==> src/rtl/rv32i_pkg.sv <==
// rv32i_pkg: shared RV32I definitions for the fetch/dispatch front end.
//   op_e    - 6-bit decoded operation, OP_ILLEGAL = 0
//   fmt_e   - instruction encoding format used to pick fields/immediate
//   OPC_*   - major opcodes, F3_*/F7_* - function field constants
//   `DATA_IDX_RANGE / `ADDR_IDX - datapath and address width macros
`define DATA_IDX_RANGE 31:0
`define ADDR_IDX 31

package rv32i_pkg;

    typedef enum logic [5:0] {
        OP_ILLEGAL = 6'd0,
        OP_LUI, OP_AUIPC, OP_JAL, OP_JALR,
        OP_BEQ, OP_BNE, OP_BLT, OP_BGE, OP_BLTU, OP_BGEU,
        OP_LB, OP_LH, OP_LW, OP_LBU, OP_LHU,
        OP_SB, OP_SH, OP_SW,
        OP_ADDI, OP_SLTI, OP_SLTIU, OP_XORI, OP_ORI, OP_ANDI,
        OP_SLLI, OP_SRLI, OP_SRAI,
        OP_ADD, OP_SUB, OP_SLL, OP_SLT, OP_SLTU,
        OP_XOR, OP_SRL, OP_SRA, OP_OR, OP_AND
    } op_e;

    typedef enum logic [2:0] {
        FMT_R, FMT_I, FMT_S, FMT_B, FMT_U, FMT_J
    } fmt_e;

    localparam logic [6:0] OPC_LUI    = 7'b0110111;
    localparam logic [6:0] OPC_AUIPC  = 7'b0010111;
    localparam logic [6:0] OPC_JAL    = 7'b1101111;
    localparam logic [6:0] OPC_JALR   = 7'b1100111;
    localparam logic [6:0] OPC_BRANCH = 7'b1100011;
    localparam logic [6:0] OPC_LOAD   = 7'b0000011;
    localparam logic [6:0] OPC_STORE  = 7'b0100011;
    localparam logic [6:0] OPC_OP_IMM = 7'b0010011;
    localparam logic [6:0] OPC_OP     = 7'b0110011;

    // ALU funct3 groups shared by OP and OP-IMM
    localparam logic [2:0] F3_ADD  = 3'b000;
    localparam logic [2:0] F3_SLL  = 3'b001;
    localparam logic [2:0] F3_SLT  = 3'b010;
    localparam logic [2:0] F3_SLTU = 3'b011;
    localparam logic [2:0] F3_XOR  = 3'b100;
    localparam logic [2:0] F3_SR   = 3'b101;
    localparam logic [2:0] F3_OR   = 3'b110;
    localparam logic [2:0] F3_AND  = 3'b111;

    localparam logic [6:0] F7_BASE = 7'b0000000;
    localparam logic [6:0] F7_ALT  = 7'b0100000;

endpackage

==> src/rtl/instr_decode.sv <==
// instr_decode: purely combinational RV32I decoder.
//   instr - raw 32-bit instruction
//   op    - decoded operation (OP_ILLEGAL for unknown encodings)
//   rd/rs1/rs2 - register indices, zero where the format has no such field
//   imm   - sign-extended immediate for the instruction's format
module instr_decode
    import rv32i_pkg::*;
(
    input  logic [31:0] instr,
    output logic [5:0]  op,
    output logic [4:0]  rd,
    output logic [4:0]  rs1,
    output logic [4:0]  rs2,
    output logic [31:0] imm
);

    logic [6:0] opc;
    logic [2:0] f3;
    logic [6:0] f7;
    op_e        op_d;
    fmt_e       fmt;

    assign opc = instr[6:0];
    assign f3  = instr[14:12];
    assign f7  = instr[31:25];

    // opcode/funct classification
    always_comb begin
        op_d = OP_ILLEGAL;
        fmt  = FMT_R;
        case (opc)
            OPC_LUI:   begin op_d = OP_LUI;   fmt = FMT_U; end
            OPC_AUIPC: begin op_d = OP_AUIPC; fmt = FMT_U; end
            OPC_JAL:   begin op_d = OP_JAL;   fmt = FMT_J; end
            OPC_JALR: begin
                fmt = FMT_I;
                if (f3 == 3'b000) op_d = OP_JALR;
            end
            OPC_BRANCH: begin
                fmt = FMT_B;
                case (f3)
                    3'b000:  op_d = OP_BEQ;
                    3'b001:  op_d = OP_BNE;
                    3'b100:  op_d = OP_BLT;
                    3'b101:  op_d = OP_BGE;
                    3'b110:  op_d = OP_BLTU;
                    3'b111:  op_d = OP_BGEU;
                    default: op_d = OP_ILLEGAL;
                endcase
            end
            OPC_LOAD: begin
                fmt = FMT_I;
                case (f3)
                    3'b000:  op_d = OP_LB;
                    3'b001:  op_d = OP_LH;
                    3'b010:  op_d = OP_LW;
                    3'b100:  op_d = OP_LBU;
                    3'b101:  op_d = OP_LHU;
                    default: op_d = OP_ILLEGAL;
                endcase
            end
            OPC_STORE: begin
                fmt = FMT_S;
                case (f3)
                    3'b000:  op_d = OP_SB;
                    3'b001:  op_d = OP_SH;
                    3'b010:  op_d = OP_SW;
                    default: op_d = OP_ILLEGAL;
                endcase
            end
            OPC_OP_IMM: begin
                fmt = FMT_I;
                case (f3)
                    F3_ADD:  op_d = OP_ADDI;
                    F3_SLT:  op_d = OP_SLTI;
                    F3_SLTU: op_d = OP_SLTIU;
                    F3_XOR:  op_d = OP_XORI;
                    F3_OR:   op_d = OP_ORI;
                    F3_AND:  op_d = OP_ANDI;
                    // shifts reuse the upper immediate bits as funct7
                    F3_SLL:  op_d = (f7 == F7_BASE) ? OP_SLLI : OP_ILLEGAL;
                    F3_SR:   op_d = (f7 == F7_BASE) ? OP_SRLI :
                                    (f7 == F7_ALT)  ? OP_SRAI : OP_ILLEGAL;
                    default: op_d = OP_ILLEGAL;
                endcase
            end
            OPC_OP: begin
                fmt = FMT_R;
                if (f7 == F7_BASE) begin
                    case (f3)
                        F3_ADD:  op_d = OP_ADD;
                        F3_SLL:  op_d = OP_SLL;
                        F3_SLT:  op_d = OP_SLT;
                        F3_SLTU: op_d = OP_SLTU;
                        F3_XOR:  op_d = OP_XOR;
                        F3_SR:   op_d = OP_SRL;
                        F3_OR:   op_d = OP_OR;
                        F3_AND:  op_d = OP_AND;
                        default: op_d = OP_ILLEGAL;
                    endcase
                end else if (f7 == F7_ALT) begin
                    case (f3)
                        F3_ADD:  op_d = OP_SUB;
                        F3_SR:   op_d = OP_SRA;
                        default: op_d = OP_ILLEGAL;
                    endcase
                end
            end
            default: op_d = OP_ILLEGAL;
        endcase
    end

    // field extraction; everything stays zero for an illegal encoding
    always_comb begin
        op  = op_d;
        rd  = '0;
        rs1 = '0;
        rs2 = '0;
        imm = '0;
        if (op_d != OP_ILLEGAL) begin
            case (fmt)
                FMT_R: begin
                    rd = instr[11:7]; rs1 = instr[19:15]; rs2 = instr[24:20];
                end
                FMT_I: begin
                    rd = instr[11:7]; rs1 = instr[19:15];
                    imm = {{20{instr[31]}}, instr[31:20]};
                end
                FMT_S: begin
                    rs1 = instr[19:15]; rs2 = instr[24:20];
                    imm = {{20{instr[31]}}, instr[31:25], instr[11:7]};
                end
                FMT_B: begin
                    rs1 = instr[19:15]; rs2 = instr[24:20];
                    imm = {{19{instr[31]}}, instr[31], instr[7],
                           instr[30:25], instr[11:8], 1'b0};
                end
                FMT_U: begin
                    rd = instr[11:7];
                    imm = {instr[31:12], 12'b0};
                end
                FMT_J: begin
                    rd = instr[11:7];
                    imm = {{11{instr[31]}}, instr[31], instr[19:12],
                           instr[20], instr[30:21], 1'b0};
                end
                default: imm = '0;
            endcase
        end
    end

endmodule

==> src/rtl/instr_queue.sv <==
// instr_queue: circular fetch buffer with a decode/output register feeding
// dispatch.
//   clk, rst (sync, active-low), rdy (global stall), flush (mispredict clear)
//   valid_from_if/instr_from_if/pc_from_if/pred_pc_from_if - fetch push
//   is_full    - back-pressure, occupancy >= DEPTH - FULL_MARGIN
//   disp_ready - dispatch accepts the output register this cycle
//   valid_2disp, op/rd/rs1/rs2/imm/pc/pred_pc_2disp - decoded head entry
module instr_queue
    import rv32i_pkg::*;
#(
    parameter int DEPTH_LOG   = 4,
    parameter int FULL_MARGIN = 2
) (
    input  logic                  clk,
    input  logic                  rst,
    input  logic                  rdy,
    input  logic                  flush,
    input  logic                  valid_from_if,
    input  logic [`DATA_IDX_RANGE] instr_from_if,
    input  logic [`ADDR_IDX:0]    pc_from_if,
    input  logic [`ADDR_IDX:0]    pred_pc_from_if,
    output logic                  is_full,
    input  logic                  disp_ready,
    output logic                  valid_2disp,
    output logic [5:0]            op_2disp,
    output logic [4:0]            rd_2disp,
    output logic [4:0]            rs1_2disp,
    output logic [4:0]            rs2_2disp,
    output logic [31:0]           imm_2disp,
    output logic [`ADDR_IDX:0]    pc_2disp,
    output logic [`ADDR_IDX:0]    pred_pc_2disp
);

    localparam int DEPTH = 1 << DEPTH_LOG;
    localparam logic [DEPTH_LOG:0] CNT_MAX  = (DEPTH_LOG + 1)'(DEPTH);
    localparam logic [DEPTH_LOG:0] CNT_FULL = (DEPTH_LOG + 1)'(DEPTH - FULL_MARGIN);

    logic [`DATA_IDX_RANGE] instr_mem [DEPTH];
    logic [`ADDR_IDX:0]     pc_mem    [DEPTH];
    logic [`ADDR_IDX:0]     pred_mem  [DEPTH];

    logic [DEPTH_LOG-1:0] head, tail;
    logic [DEPTH_LOG:0]   count;
    logic                 push, pop, adv;

    logic [5:0]  dec_op;
    logic [4:0]  dec_rd, dec_rs1, dec_rs2;
    logic [31:0] dec_imm;

    // state only moves when out of reset, not stalled and not flushing
    assign adv  = rst && rdy && !flush;
    assign push = valid_from_if && (count != CNT_MAX);
    assign pop  = (count != '0) && (!valid_2disp || disp_ready);

    // registered occupancy only, so the fetcher sees no same-cycle path
    assign is_full = (count >= CNT_FULL);

    instr_decode u_dec (
        .instr (instr_mem[head]),
        .op    (dec_op),
        .rd    (dec_rd),
        .rs1   (dec_rs1),
        .rs2   (dec_rs2),
        .imm   (dec_imm)
    );

    // storage needs no reset: entries are only visible through count
    always_ff @(posedge clk) begin
        if (adv && push) begin
            instr_mem[tail] <= instr_from_if;
            pc_mem[tail]    <= pc_from_if;
            pred_mem[tail]  <= pred_pc_from_if;
        end
    end

    always_ff @(posedge clk) begin
        if (!rst) begin
            head          <= '0;
            tail          <= '0;
            count         <= '0;
            valid_2disp   <= 1'b0;
            op_2disp      <= OP_ILLEGAL;
            rd_2disp      <= '0;
            rs1_2disp     <= '0;
            rs2_2disp     <= '0;
            imm_2disp     <= '0;
            pc_2disp      <= '0;
            pred_pc_2disp <= '0;
        end else if (rdy) begin
            if (flush) begin
                head        <= '0;
                tail        <= '0;
                count       <= '0;
                valid_2disp <= 1'b0;
            end else begin
                if (push) tail <= tail + 1'b1;
                if (pop) begin
                    head          <= head + 1'b1;
                    valid_2disp   <= 1'b1;
                    op_2disp      <= dec_op;
                    rd_2disp      <= dec_rd;
                    rs1_2disp     <= dec_rs1;
                    rs2_2disp     <= dec_rs2;
                    imm_2disp     <= dec_imm;
                    pc_2disp      <= pc_mem[head];
                    pred_pc_2disp <= pred_mem[head];
                end else if (disp_ready) begin
                    // accepted with nothing behind it
                    valid_2disp <= 1'b0;
                end
                case ({push, pop})
                    2'b10:   count <= count + 1'b1;
                    2'b01:   count <= count - 1'b1;
                    default: count <= count;
                endcase
            end
        end
    end

endmodule

==> config.mk <==
export PLATFORM = sky130hd
export DESIGN_NAME = instr_queue
export DESIGN_NICKNAME = d
export VERILOG_FILES = /design/src/rtl/rv32i_pkg.sv /design/src/rtl/instr_decode.sv /design/src/rtl/instr_queue.sv
export SDC_FILE = /design/constraint.sdc
export NUM_CORES = 2
export LEC_CHECK = 0
export BUFFER_PORTS_ARGS = -buffer_cell sky130_fd_sc_hd__buf_2
export CAP_MARGIN = 20
export CORE_MARGIN = 2
export CORE_UTILIZATION = 61
export CTS_BUF_LIST = sky130_fd_sc_hd__clkbuf_8
export CTS_CLUSTER_DIAMETER = 40
export CTS_CLUSTER_SIZE = 12
export DETAILED_ROUTE_END_ITERATION = 8
export PLACE_DENSITY = 0.79
export SLEW_MARGIN = 20
export SYNTH_ARGS = -nofsm -noshare
export SYNTH_HDL_FRONTEND = slang
export SYNTH_HIERARCHICAL = 1
export SYNTH_SLANG_ARGS = --single-unit
==> constraint.sdc <==
create_clock -name clk -period 14.75 [get_ports clk]
set_input_delay 0.7375 -clock clk [delete_from_list [all_inputs] [get_ports clk]]
set_output_delay 0.7375 -clock clk [all_outputs]
set_load 0.02 [all_outputs]
==> flow_metrics.tcl <==
set metrics [dict create \
    layout-drive-gt1-share_pct 29.2 \
    cts_setup_buffers 0 \
    drt_iter0_drc 4514 \
    worst_pin_slew_ps 1140 \
    grt_pass1_wl_um 216000 \
    grt_pass1_vias 33000 \
    final_common_cell "edfxtp_1" \
    dp_worst_setup_slack_ps 9050 \
    syn-cell-area_um2 63800 \
    start_util_pct 61.6 \
    critPathLaunchType "register" \
    clkLatencyLatePin_ps 860 \
    status "finished, final reports clean" \
    post_drt_via_cell_ratio 6.69 \
    die_w_um 327 \
    met1_length_um 54800 \
    fp-row-count 118 \
    clk_pin_slew_ps 80 \
    synth_nets 3196 \
    wl_per_cell_um 30.3 \
    drcViolationCount 0 \
    setup_tns_ps 0 \
    design.die.area_um2 107000 \
    maxCapViolCount 0 \
    wirelength_um 148000 \
    leakagePower_nw 22.0 \
    power.density_nw_per_um2 128 \
    cts_max_level 4 \
    yosysWarningCount 6 \
    yosysUniqueCellTypes 68 \
    p_switching_mw 2.06 \
    hold_buffers 0 \
    dr_wl_met3_um 15900 \
    port_buffers 220 \
    relSlewSlack_pct 23.9 \
    antenna_found_initial 31 \
    place_congestion 0.896 \
    seq_area_frac_synth_pct 76.5 \
    critical_path_class "reg2reg" \
    hold_path.class "in2reg" \
    wl_met2_um 72700 \
    io_pins 221 \
    hold_ws_ps 228 \
    yosys.area.top_type "edfxtp_1" \
    vdd_drop_max_uv 179 \
    total_power_mw 8.98 \
    detailedRoute.firstPassIterationCount 6 \
    coreArea_um2 104000 \
    synthTopCellsByArea "edfxtp_1 72%, mux4_2 15%, dfxtp_1 4.2%" \
    ctsResizeCount 0 \
    nNetsFinal 3451 \
    p_seq_share_pct 58.3 \
    cts_root_buffer "clkbuf_8" \
    vias 32700 \
    cp_max_fo 72 \
    cts_made_buffers 180 \
    highest_layer "met5" \
    arrival_ps 6450 \
    p_int_mw 6.92 \
    final_area_um2 70100 \
    fin_ws_ps 9010 \
    async_flop_share_pct 0 \
    period_needed_ps 5740 \
    grt-ovfl-total 0 \
    switching_share_pct 22.9 \
    ant_nets 0 \
    synth_cells 3083 \
    p_clk_share_pct 33.7 \
    placed_cell_area_um2 66400 \
    p_comb_share_pct 8.0 \
    ys_ff_latch 1671 \
    hpwl_um 74600 \
    final_cell_mix "1536 x edfxtp_1, 417 x mux4_2, 220 x buf_2" \
    synth_top_cell_area_share_pct 72.3 \
    rsz0062_at_grt "no" \
    fp.dieH_um 327 \
    track_usage_pct 27.8 \
    cts_tree "yes" \
    ys.flop_type "edfxtp_1" \
    cts.path.max_buffers 3 \
    hold_viol_final 0 \
    skew_ps 36.2 \
    min_from "pc_from_if[23]" \
    cp.required_ps 15460 \
    fin_crit_sh_pct 38.9 \
    grt_max_degree 153 \
    critPathCaptureType "register" \
    area_delta_synth_final_pct 9.89 \
    fillers 6329 \
    synth-edff-count 1536 \
    finalMaxSlewViolations 0 \
    syn_avg_cell_area_um2 20.7 \
    max_freq_mhz 174 \
    finalSetupViolCount 0 \
    cts_num_sinks 1671 \
]
## registers in the layout, summed over array words and instances, names as in the netlist, named ones only
register,flops
count,5
head,4
imm_2disp,32
instr_mem,512
op_2disp,6
pc_2disp,32
pc_mem,512
pred_mem,512
pred_pc_2disp,32
rd_2disp,5
rs1_2disp,5
rs2_2disp,5
tail,4
valid_2disp,1
## final cells by class
cell class	count	area, µm²	share of cell area (%)
inverter	17	65.1	0.0928
multi-input combinational	1195	14200	20.3
clock buffer	191	2630	3.75
tap	1380	1730	2.46
sequential	1671	48800	69.7
antenna	12	30.0	0.0428
clock inverter	139	982	1.40
timing repair buffer	273	1640	2.34
## Yosys cell counts, types with 3 or more instances
master     number
a211o_1         3
a21boi_0        8
a21o_1          3
a21oi_1       185
a22oi_1       130
a31o_2         32
a31oi_1        52
and2_1          6
and3_1          5
and3b_1         3
buf_1          14
buf_2          61
buf_4           8
buf_6           4
clkbuf_1      113
dfxtp_1       135
edfxtp_1     1536
ha_1           11
inv_1          16
mux2i_1         4
mux4_2        417
nand2_1       149
nand2b_1        9
nand3_1         5
nor2_1         60
nor2b_1         8
nor3_1         17
nor4_1          7
o2111ai_1       3
o211ai_1        3
o21ai_0        22
o31a_1          5
or3_1           4
or4_1           4
## power groups by stage
stage | clock network, mW | logic, mW | registers, mW
floorplan | 0 | 0.516 | 5.34
global placement | 0 | 0.692 | 5.34
detailed placement | 0 | 0.718 | 5.34
CTS | 3.07 | 0.720 | 5.23
global route | 3.24 | 0.775 | 5.24
finish | 3.02 | 0.718 | 5.23
## stage by stage
step                      instances  util [%]
after floorplan                3083         -
after global placement         4535      64.1
after detailed placement       4535      64.1
after CTS                      4865      67.6
after global routing           4871      67.6
final                          4878      67.7
## kinds of logic (layout without fill, tap and decap cells)
| kind of cell | count (synthesis) | after routing | synth area share, % |
|---|---|---|---|
| flip-flops | 1671 | 1671 | 76.5 |
| AND/OR/NAND/NOR | 293 | 293 | 2.15 |
| AO/OA/AOI/OAI | 467 | 467 | 4.80 |
| XOR/XNOR | 3 | 3 | 0.0412 |
| adder cells (fa/ha/maj) | 11 | 11 | 0.216 |
| other | 0 | 12 | 0 |
| buffers and inverters | 217 | 620 | 1.49 |
| multiplexers | 421 | 421 | 14.8 |
## final timing paths
path	endpoint	slack, ps	cells after the start
worst max-delay path	imm_2disp[25]	9010	13
worst min-delay path	pc_mem[6][23]	230	1
worst max register to register	imm_2disp[25]	9010	13
worst min register to register	imm_2disp[14]	450	2
## critical path, stage by stage, from the launching register on
cell	delay (ps)
dfxtp_4	900
buf_4	920
mux4_2	430
mux4_2	650
ha_1	400
nor3_1	250
a21oi_1	70
a2111oi_1	560
o211ai_2	180
a2111oi_4	360
buf_4	470
a31oi_1	150
nand2_1	90
a21oi_1	90
## routing by layer
layer,vias to the layer above,track usage [%]
met3,325,6.36
met2,2036,45.0
met4,28,8.54
li1,13400,-
met1,16900,38.4
met5,-,0
No activity file was read; power rests on OpenSTA's default activity.
